--- src/rtl/ad_block_packer_if.sv ---
// Bundles the byte-stream, fill-request and finished-block signals of the
// AD block packer. The "slave" modport is the packer's view; the "master"
// modport is the source/loader side that drives it.
`timescale 1ns/1ps
interface ad_block_packer_if #(
    parameter int RATE_BYTES = 8
);
    localparam int LEN_W = $clog2(RATE_BYTES + 1);

    logic                    fill_req;
    logic [LEN_W-1:0]        datalen;
    logic [7:0]              byte_in;
    logic                    byte_valid;
    logic                    byte_ready;
    logic [RATE_BYTES*8-1:0] blk_data;
    logic [LEN_W-1:0]        blk_len;
    logic                    blk_valid;
    logic                    blk_ack;
    logic                    busy;

    modport slave (
        input  fill_req, datalen, byte_in, byte_valid, blk_ack,
        output byte_ready, blk_data, blk_len, blk_valid, busy
    );

    modport master (
        output fill_req, datalen, byte_in, byte_valid, blk_ack,
        input  byte_ready, blk_data, blk_len, blk_valid, busy
    );
endinterface

--- src/rtl/ad_block_packer.sv ---
// Assembles associated-data bytes from a byte-wide valid/ready stream into
// one rate block, applies 10* padding to partial blocks and holds the result
// until the consumer acknowledges it.
`timescale 1ns/1ps
module ad_block_packer #(
    parameter int          RATE_BYTES = 8,
    parameter logic [7:0]  PAD_BYTE   = 8'h80
) (
    input  logic             clk,
    input  logic             RST,
    ad_block_packer_if.slave bus
);
    localparam int LEN_W = $clog2(RATE_BYTES + 1);
    localparam int IDX_W = (RATE_BYTES > 1) ? $clog2(RATE_BYTES) : 1;

    typedef enum logic [1:0] {IDLE, FILL, PAD, HOLD} state_t;

    state_t                     state, state_nxt;
    logic [LEN_W-1:0]           len, count, len_sat;
    logic [RATE_BYTES-1:0][7:0] lanes;      // lanes[k] holds data byte k
    logic                       xfer, last;

    // Oversized requests saturate to a full block.
    always_comb begin
        len_sat = bus.datalen;
        if (bus.datalen > LEN_W'(RATE_BYTES))
            len_sat = LEN_W'(RATE_BYTES);
    end

    // byte_ready is exactly "state == FILL", so a transfer only needs valid.
    assign xfer = (state == FILL) && bus.byte_valid;
    assign last = xfer && (count == len - LEN_W'(1));

    // State register.
    always_ff @(posedge clk) begin
        if (RST) state <= IDLE;
        else     state <= state_nxt;
    end

    // Next-state logic.
    always_comb begin
        state_nxt = state;
        case (state)
            IDLE: if (bus.fill_req)
                      state_nxt = (len_sat == '0) ? PAD : FILL;
            FILL: if (last)
                      state_nxt = (len == LEN_W'(RATE_BYTES)) ? HOLD : PAD;
            PAD:  state_nxt = HOLD;
            HOLD: if (bus.blk_ack)
                      state_nxt = IDLE;
            default: state_nxt = IDLE;
        endcase
    end

    // Handshake and status outputs decode straight from the state.
    always_comb begin
        bus.byte_ready = 1'b0;
        bus.blk_valid  = 1'b0;
        bus.busy       = 1'b0;
        case (state)
            FILL: begin bus.byte_ready = 1'b1; bus.busy = 1'b1; end
            PAD:  bus.busy = 1'b1;
            HOLD: begin bus.blk_valid = 1'b1; bus.busy = 1'b1; end
            default: ;
        endcase
    end

    // Block length and byte counter; the counter stops at len, never wraps.
    always_ff @(posedge clk) begin
        if (RST) begin
            len   <= '0;
            count <= '0;
        end else if (state == IDLE && bus.fill_req) begin
            len   <= len_sat;
            count <= '0;
        end else if (xfer) begin
            count <= count + LEN_W'(1);
        end
    end

    assign bus.blk_len = len;

    // Per-lane storage: cleared on a new fill, loaded by the matching transfer,
    // or loaded with the pad byte when this lane directly follows the data.
    for (genvar k = 0; k < RATE_BYTES; k++) begin : g_lane
        always_ff @(posedge clk) begin
            if (RST)
                lanes[k] <= '0;
            else if (state == IDLE && bus.fill_req)
                lanes[k] <= '0;
            else if (xfer && count[IDX_W-1:0] == IDX_W'(k))
                lanes[k] <= bus.byte_in;
            else if (state == PAD && len[IDX_W-1:0] == IDX_W'(k))
                lanes[k] <= PAD_BYTE;
        end

        // Byte 0 sits in the most significant position of the block.
        assign bus.blk_data[8*(RATE_BYTES-1-k) +: 8] = lanes[k];
    end
endmodule

--- src/flat_wrapper.sv ---
// flat-port wrapper written by rule: the top's interface ports become plain ports
module ad_block_packer_flat 
#(
    parameter int          RATE_BYTES = 8,
    parameter logic [7:0]  PAD_BYTE   = 8'h80
)
  (clk, RST, bus_fill_req, bus_datalen, bus_byte_in, bus_byte_valid, bus_blk_ack, bus_byte_ready, bus_blk_data, bus_blk_len, bus_blk_valid, bus_busy);
  ad_block_packer_if #(.RATE_BYTES(RATE_BYTES)) bus_i ();
  input  logic clk;
  input  logic RST;
  input wire logic [$bits(bus_i.fill_req)-1:0] bus_fill_req;
  input wire logic [$bits(bus_i.datalen)-1:0] bus_datalen;
  input wire logic [$bits(bus_i.byte_in)-1:0] bus_byte_in;
  input wire logic [$bits(bus_i.byte_valid)-1:0] bus_byte_valid;
  input wire logic [$bits(bus_i.blk_ack)-1:0] bus_blk_ack;
  output wire logic [$bits(bus_i.byte_ready)-1:0] bus_byte_ready;
  output wire logic [$bits(bus_i.blk_data)-1:0] bus_blk_data;
  output wire logic [$bits(bus_i.blk_len)-1:0] bus_blk_len;
  output wire logic [$bits(bus_i.blk_valid)-1:0] bus_blk_valid;
  output wire logic [$bits(bus_i.busy)-1:0] bus_busy;
  assign bus_i.fill_req = bus_fill_req;
  assign bus_i.datalen = bus_datalen;
  assign bus_i.byte_in = bus_byte_in;
  assign bus_i.byte_valid = bus_byte_valid;
  assign bus_i.blk_ack = bus_blk_ack;
  assign bus_byte_ready = bus_i.byte_ready;
  assign bus_blk_data = bus_i.blk_data;
  assign bus_blk_len = bus_i.blk_len;
  assign bus_blk_valid = bus_i.blk_valid;
  assign bus_busy = bus_i.busy;
  ad_block_packer #(.RATE_BYTES(RATE_BYTES), .PAD_BYTE(PAD_BYTE)) u_core (.clk(clk), .RST(RST), .bus(bus_i));
endmodule
--- config.mk ---
export PLATFORM = sky130hd
export DESIGN_NAME = ad_block_packer_flat
export DESIGN_NICKNAME = d
export VERILOG_FILES = /design/src/rtl/ad_block_packer_if.sv /design/src/rtl/ad_block_packer.sv /design/src/flat_wrapper.sv
export SDC_FILE = /design/constraint.sdc
export NUM_CORES = 1
export LEC_CHECK = 0
export CAP_MARGIN = 20
export CORE_MARGIN = 1.5
export CORE_UTILIZATION = 35
export DETAILED_ROUTE_END_ITERATION = 6
export PLACE_DENSITY = 0.73
export SETUP_SLACK_MARGIN = 0.5
export SYNTH_ARGS = -nofsm -noshare
export SYNTH_HDL_FRONTEND = slang
export SYNTH_SLANG_ARGS = --single-unit
--- constraint.sdc ---
create_clock -name clk -period 2.62 [get_ports clk]
set_input_delay 0.524 -clock clk [delete_from_list [all_inputs] [get_ports clk]]
set_output_delay 0.524 -clock clk [all_outputs]
set_load 0.03 [all_outputs]
# Word-level counts from Yosys, hierarchy flattened
# Cells that the tools add are included.
# word_totals
ff_bits	74
out_inout_bits	71
wordCells	96
# op_classes
add_sub_neg	2
order_cmp	1
n_reduce_logical	34
muxes	26
eq_ne	22
# ops
cell	count
$mux 8	16
$eq 3x3->1 const B	8
$logic_and 1x1->1	19
$reduce_bool 2->1	8
$eq 3x2->1 const B	4
$mux 2	4
$pmux 2 s4	1
$eq 3x1->1 const B	2
$logic_not 3->1	2
$add 4x1->4 const B	1
$eq 2x2->1 const B	2
$eq 4x4->1	1
$eq 4x4->1 const B	1
$gt 4x4->1 const B	1
$logic_not 4->1	1
$mux 1	4
$mux 4	1
$ne 2x2->1 const B	2
$sub 4x1->4 const B	1
$reduce_and 3->1	1
$reduce_or 3->1	1
$eq 2x1->1 const B	1
$logic_not 2->1	1
$ne 2x1->1 const B	1
$reduce_or 2->1	1

# Depth between registers and ports, before layout
# Gate-level depths: netlist (run 1).
# depth
ltp_word	6
depth_mapped	8
depth_no_buf	6

# Worst setup path after synthesis (run 1)
# Ideal clock, no wire load.
# synth_timing
path_type	register to register
start	register u_core.len[0], in the netlist u_core.bus.blk_len[0]
end	register u_core.state[1]
path_stages_with_launch	7
required_ns	2.497
arrival_ns	1.896
slack_ns	0.600
period_less_slack_ns	2.020
cell_sequence	dfxtp_1 inv_1 ha_1 xor2_1 nand4_1 o31ai_2 mux2_1
# synth_between
elab_chain_len	5
# synth_lines
item	line_no	rtl
from (decl)	ad_block_packer.sv:19	logic [LEN_W-1:0] len, count, len_sat;
from (signal assigned)	ad_block_packer.sv:74	len <= len_sat;
$sub 4x1->4	ad_block_packer.sv:32	assign last = xfer && (count == len - LEN_W'(1));
$eq 4x4->1	ad_block_packer.sv:32	
$logic_and 1x1->1	ad_block_packer.sv:32	
$ne 2x1->1 (no line)	n/a	
$reduce_and 3->1 (no line)	n/a	
to (signal assigned)	ad_block_packer.sv:37	else state <= state_nxt;
to (decl)	ad_block_packer.sv:18	state_t state, state_nxt;
# No other way between the ends.
# A chain may end at the register's enable or synchronous reset.

# Worst setup path after layout (run 1)
# layout_timing
start	register u_core.state[1]
end	output port bus_byte_ready
# layout_between
elab_chain_len	2
# layout_lines
item	line_no	rtl
$eq 2x1->1	ad_block_packer.sv:60	case (state)
$mux 1	ad_block_packer.sv:60	
to (decl)	flat_wrapper.sv:16	output wire logic [$bits(bus_i.byte_ready)-1:0] bus_byte_ready;
# No other way between the ends.

==> run summary, run 1 <==
chip height = 95.7 µm
terminus of the critical flop-to-flop path = u_core.state[1]$_SDFFE_PP0P_
Antenna Diode Count = 0
number of hold violations in the final report = 0
leakage = 1.52 nW
CTS tree = built
first drt pass iteration count = 4
remaining max-slew budget at the tightest pin = 0.676
post-DR wirelength/cell = 16.4 µm
number of global-route vias before repair = 2478
Via Count = 2686
GRT Residual Overflow = 0
VDD IR max = 0.328 mV
met3 demand-to-capacity share in global routing = 0.0363
peak fanout along the critical path = 12
full die area = 9160 µm²
clock buffer depth = 2
number of violations reported at the end of detailed-routing iteration 0 = 152
CTS buffer count = 9
fraction of layout cells with a size suffix above 1 = 0.0844
total global routing track utilization = 0.186
Setup Total Neg Slack = 0 ns
achievable frequency = 482 MHz
number of storage elements in the synthesis netlist = 74
Final Cycle Share = 0.792
met2 Use GR = 0.292
global-route wire length before repair = 12.8 mm
number of warnings printed during yosys synthesis = 0
Power per Cell Area = 662 nW/µm²
Mapped Cells = 318
distinct cell type count after synthesis = 34
quantity of I/O buffers inserted on ports = 87
Setup Crit Path Kind = flip-flop to primary output
count of clock tree sinks = 74
half-perimeter wire length after detailed placement = 5.71 mm
# nets final = 431
final setup violation count = 0
number of nets with antenna violations after detailed routing = 0
Post-Synthesis Mean Instance Area = 9.46 µm²
Die Wd = 95.7 µm
clock edge transition at the registers on the reported setup and hold paths = 0.08 ns
leading cell type in the layout, fill and taps excluded = sky130_fd_sc_hd__clkdlybuf4s50_1
capturing instance or port of the critical path = bus_byte_ready
summed instance area of the synthesized netlist = 3010 µm²
number of standard-cell rows in the floorplan = 33
reg-to-reg setup timing slack = 0.58 ns
clock latency on the worst-skew pair = 0.34 ns
largest net degree at the start of global routing = 69
Clock Skews = 0.00875 ns
# IOs = 88
post-route setup slack = 0.546 ns
maximum level of the CTS H-tree = 3
floorplan core area = 8260 µm²
wire length reported by the detailed router = 8.33 mm
Max Transition Viols Final = 0
data required time of the worst path = 2.10 ns
clock period minus final worst setup slack = 2.07 ns
Synth Net Count = 351
number of cells on the worst reg-to-reg path = 6
origin of the worst setup path = u_core.state[1]$_SDFFE_PP0P_
data arrival time at the worst-slack endpoint = 1.55 ns
Vias per Instance = 5.29
number of enable flip-flop cells after synthesis = 0
result of the run = finished clean
sequential share of the synthesized area = 0.493
most used routing layer in global routing = met2
placer's final routability congestion estimate = 0.826
CTS root buffer = sky130_fd_sc_hd__clkbuf_8
classification of the worst-slack hold path = flip-flop to flip-flop
total non-filler cell area in the finished layout = 4200 µm²
placement-stage cell area = 3970 µm²
minimum setup slack after placement = 0.270 ns
reg-to-reg critical path startpoint = u_core.bus.blk_len[1]$_SDFFE_PP0P_
crit path launch type = flip-flop
RSZ-0062 raised after global routing = yes
number of antenna violations at the first check in global routing = 0
count of hold-fix buffers inserted at cts = 0
DRC violation count after routing = 0
kind of capture point of the worst setup path = primary output
FFs w/ async S/R, synth = 0
transition at the pin with the smallest max-transition slack = 0.485 ns
max-cap violation count = 0
initial core utilization = 0.364
leading cell types in the layout, fill and taps excluded = sky130_fd_sc_hd__clkdlybuf4s50_1 (82), sky130_fd_sc_hd__dfxtp_1 (73), sky130_fd_sc_hd__nor2_1 (65), sky130_fd_sc_hd__a22oi_1 (56), sky130_fd_sc_hd__inv_1 (19)
met1 Usage GRT = 0.252
Area Overhead vs Synth = 39.7%
Main synth FF type = sky130_fd_sc_hd__dfxtp_1
post-layout utilization of the core = 0.509
-- report_power, final --
group | total [mW] | internal, mW | switching (mW) | leakage (nW)
registers | 1.21 | 1.16 | 0.0458 | 0.597
clock network | 0.961 | 0.536 | 0.425 | 0.113
logic | 0.613 | 0.233 | 0.381 | 0.806
-- worst max-delay path: stages (launching register included) --
cell and delay, ns:
sky130_fd_sc_hd__dfxtp_1 0.34, sky130_fd_sc_hd__inv_1 0.13, sky130_fd_sc_hd__ha_2 0.32, sky130_fd_sc_hd__dlygate4sd2_1 0.43
-- stage by stage --
stage               hold slack, ns  total power [mW]  std cells
floorplan                    0.483              1.64        318
global placement             0.461              1.84        492
detailed placement           0.459              1.85        492
CTS                          0.472              2.79        508
global route                 0.484              2.90        508
finish                       0.475              2.78        508
-- worst min-delay path by stage --
stage / startpoint / endpoint / depth (start not counted)
floorplan: u_core.state[0]$_SDFFE_PP0P_ / u_core.state[0]$_SDFFE_PP0P_ / 2
global placement: u_core.bus.blk_data[47]$_SDFFE_PP0P_ / u_core.bus.blk_data[47]$_SDFFE_PP0P_ / 2
detailed placement: u_core.bus.blk_data[55]$_SDFFE_PP0P_ / u_core.bus.blk_data[55]$_SDFFE_PP0P_ / 2
CTS: u_core.bus.blk_data[55]$_SDFFE_PP0P_ / u_core.bus.blk_data[55]$_SDFFE_PP0P_ / 2
global route: u_core.bus.blk_data[55]$_SDFFE_PP0P_ / u_core.bus.blk_data[55]$_SDFFE_PP0P_ / 2
finish: u_core.bus.blk_data[55]$_SDFFE_PP0P_ / u_core.bus.blk_data[55]$_SDFFE_PP0P_ / 2
-- final cells by class --
cell class / instances / area (µm²)
clock inverters: 7 / 92.6
flip-flops and latches: 74 / 1480
clock buffers: 9 / 124
fillers: 783 / 4060
inverters: 19 / 71.3
multi-input cells: 197 / 1350
well taps: 105 / 131
repair buffers: 97 / 948
-- sequential cells by signal, summed over array words and instances (netlist names) --
name	cells
u_core.bus.blk_data	64
u_core.bus.blk_len	4
u_core.count	4
u_core.state	2
-- kinds of logic after synthesis --
logic type | after synthesis | synth area share
and+or+nand+nor | 89 | 0.137
AOI/OAI and AO/OA | 81 | 0.199
DFF | 74 | 0.493
buffers and inverters | 47 | 0.0661
adders and majority gates | 16 | 0.0666
xor gates and xnor gates | 7 | 0.0250
muxes | 4 | 0.0137
-- per-layer routing --
layer / wire length, µm / vias up
met5: 0 / -
met4: 78 / 0
met3: 600 / 6
met2: 3830 / 107
met1: 3820 / 1291
li1: - / 1282
-- synthesized netlist by cell type (all sizes together) (4+ instances only) --
| library cell | instances | area share |
|---|---|---|
| dfxtp | 74 | 0.49 |
| nor2 | 65 | 0.081 |
| a22oi | 56 | 0.14 |
| buf | 20 | 0.032 |
| inv | 19 | 0.024 |
| ha | 16 | 0.067 |
| a21oi | 8 | 0.013 |
| a221oi | 8 | 0.023 |
| clkbuf | 8 | 0.010 |
| a31oi | 4 | 0.0083 |
| and4b | 4 | 0.013 |
-- timing repair --
action,CTS,global route
gates resized for setup,5,7
pin swaps,0,0
setup endpoints to repair,6,27
buffers inserted,0,0
Note: power is estimated with default switching activity, not from simulation.
==> run 2, diff against run 1 <==
--- a/config.mk
+++ b/config.mk
@@ -9,7 +9,7 @@
 export CORE_MARGIN = 1.5
 export CORE_UTILIZATION = 35
 export DETAILED_ROUTE_END_ITERATION = 6
-export PLACE_DENSITY = 0.73
+export PLACE_DENSITY = 0.75
 export SETUP_SLACK_MARGIN = 0.5
 export SYNTH_ARGS = -nofsm -noshare
 export SYNTH_HDL_FRONTEND = slang
==> constraint.sdc (replaced) <==
create_clock -name clk -period 1.9 [get_ports clk]
set_input_delay 0.38 -clock clk [delete_from_list [all_inputs] [get_ports clk]]
set_output_delay 0.38 -clock clk [all_outputs]
set_load 0.03 [all_outputs]
==> run summary, run 2 (same netlist as run 1, synthesis figures left out) <==
clock edge transition at the registers on the reported setup and hold paths = 0.07 ns
count of clock tree sinks = 74
crit path launch type = flip-flop
achievable frequency = 601 MHz
final setup violation count = 0
chip height = 95.7 µm
leading cell types in the layout, fill and taps excluded = sky130_fd_sc_hd__dfxtp_1 (66), sky130_fd_sc_hd__nor2_1 (65), sky130_fd_sc_hd__buf_2 (49), sky130_fd_sc_hd__a22oi_1 (46), sky130_fd_sc_hd__buf_4 (21)
number of global-route vias before repair = 2482
leakage = 1.76 nW
data arrival time at the worst-slack endpoint = 1.89 ns
largest net degree at the start of global routing = 69
leading cell type in the layout, fill and taps excluded = sky130_fd_sc_hd__dfxtp_1
capturing instance or port of the critical path = u_core.state[1]$_SDFFE_PP0P_
Worst Hold Margin = 0.474 ns
reg-to-reg setup timing slack = 0.24 ns
origin of the worst setup path = u_core.bus.blk_len[0]$_SDFFE_PP0P_
# nets final = 448
count of hold-fix buffers inserted at cts = 0
number of standard-cell rows in the floorplan = 33
number of nets with antenna violations after detailed routing = 0
number of antenna violations at the first check in global routing = 0
number of hold violations in the final report = 0
CP Cell Sequence = inv_4 -> ha_4 -> xor2_1 -> nand4_1 -> o31ai_4 -> mux2_4
CTS tree = built
fraction of layout cells with a size suffix above 1 = 0.396
met3 demand-to-capacity share in global routing = 0.0450
Via Count = 2741
RSZ-0062 raised after global routing = yes
maximum level of the CTS H-tree = 3
terminus of the critical flop-to-flop path = u_core.state[1]$_SDFFE_PP0P_
clock period minus final worst setup slack = 1.66 ns
placer's final routability congestion estimate = 0.797
maximum single-stage delay on the critical path = 0.36 ns
Final Cycle Share = 0.876
post-DR wirelength/cell = 16.5 µm
Clock Skews = 0.0133 ns
depth of the critical timing path with buffers and inverters included = 6
peak fanout along the critical path = 3
total non-filler cell area in the finished layout = 4430 µm²
data required time of the worst path = 2.13 ns
met2 Use GR = 0.310
# IOs = 88
placement-stage cell area = 4110 µm²
classification of the worst-slack hold path = flip-flop to flip-flop
global-route wire length before repair = 12.9 mm
GRT Residual Overflow = 0
wire length reported by the detailed router = 8.66 mm
initial core utilization = 0.364
total global routing track utilization = 0.186
most used routing layer in global routing = met2
flip-flop count of the largest register after layout = 64
post-route setup slack = 0.236 ns
dominant delay contributor by cell family on the critical path = flip-flops
result of the run = finished clean
remaining max-slew budget at the tightest pin = 0.640
minimum setup slack after placement = -0.0557 ns
Antenna Diode Count = 0
quantity of I/O buffers inserted on ports = 87
Die Wd = 95.7 µm
floorplan core area = 8260 µm²
Setup Crit Path Kind = flip-flop to flip-flop
met1 Usage GRT = 0.242
CTS buffer count = 9
Max Transition Viols Final = 0
half-perimeter wire length after detailed placement = 5.62 mm
kind of capture point of the worst setup path = flip-flop
full die area = 9160 µm²
number of buffers and inverters on the critical path = 1
Setup Total Neg Slack = 0 ns
Power per Cell Area = 925 nW/µm²
Vias per Instance = 5.23
max-cap violation count = 0
Area Overhead vs Synth = 47.4%
VDD IR max = 0.646 mV
FILL cells = 754
clock buffer depth = 2
first drt pass iteration count = 4
reg-to-reg critical path startpoint = u_core.bus.blk_len[0]$_SDFFE_PP0P_
CTS root buffer = sky130_fd_sc_hd__clkbuf_8
overall power consumption = 4.10 mW
transition at the pin with the smallest max-transition slack = 0.538 ns
DRC violation count after routing = 0
cell with the biggest individual delay on the critical path = sky130_fd_sc_hd__dfxtp_4
number of violations reported at the end of detailed-routing iteration 0 = 194
clock latency on the worst-skew pair = 0.35 ns
number of cells on the worst reg-to-reg path = 6
-- run 2: cell types whose count changed in the layout (fill, tap and decap cells not counted), sizes merged, moves of 2 or more --
cell / change
dlygate4sd2: -3
clkdlybuf4s18: +2
clkdlybuf4s50: -67
clkdlybuf4s15: +14
clkbuf: +2
buf: +70
-- run 2: how the worst min path moves through the flow --
stage | startpoint | cells past startpoint | to | slack [ns]
after floorplan | u_core.state[0]$_SDFFE_PP0P_ | 2 | u_core.state[0]$_SDFFE_PP0P_ | 0.49
final | u_core.bus.blk_data[39]$_SDFFE_PP0P_ | 2 | u_core.bus.blk_data[39]$_SDFFE_PP0P_ | 0.47
after detailed placement | u_core.bus.blk_data[39]$_SDFFE_PP0P_ | 2 | u_core.bus.blk_data[39]$_SDFFE_PP0P_ | 0.47
after global placement | u_core.bus.blk_data[39]$_SDFFE_PP0P_ | 2 | u_core.bus.blk_data[39]$_SDFFE_PP0P_ | 0.46
after CTS | u_core.bus.blk_data[39]$_SDFFE_PP0P_ | 2 | u_core.bus.blk_data[39]$_SDFFE_PP0P_ | 0.48
after global routing | u_core.bus.blk_data[39]$_SDFFE_PP0P_ | 2 | u_core.bus.blk_data[39]$_SDFFE_PP0P_ | 0.50
-- run 2: area by class of cell --
cell class,count,area (µm²),share of cell area
sequential,74,1500,0.339
timing repair buffer,114,900,0.203
multi-input combinational,197,1600,0.361
inverter,19,83.8,0.0189
clock inverter,5,78.8,0.0178
tap,105,131,0.0296
clock buffer,10,138,0.0310
-- run 2: power breakdown --
group / switching (mW) / internal, mW
clock: 0.560 / 0.765
combinational: 0.639 / 0.467
sequential: 0.0611 / 1.61
-- run 2: what timing repair did --
action	in CTS	in global routing
setup buffers	6	8
endpoints found under the setup margin	138	125
pin swaps	3	8
gates resized for setup	259	124
-- run 2: tightest hold or removal path: stages (launching register included) --
cell and delay, ns:
sky130_fd_sc_hd__dfxtp_1 0.31, sky130_fd_sc_hd__inv_1 0.05, sky130_fd_sc_hd__a221oi_1 0.06
-- run 2: per-stage QoR --
step                      instances   util
after floorplan                 318      -
after global placement          495  0.498
after detailed placement        495  0.498
after CTS                       516  0.542
after global routing            524  0.537
final                           524  0.537
-- run 2: metal layers --
metal  vias up  part of all wire
li1       1318                 -
met1      1305              0.44
met2       111              0.48
met3         7             0.074
met4         0            0.0052
met5         -                 0
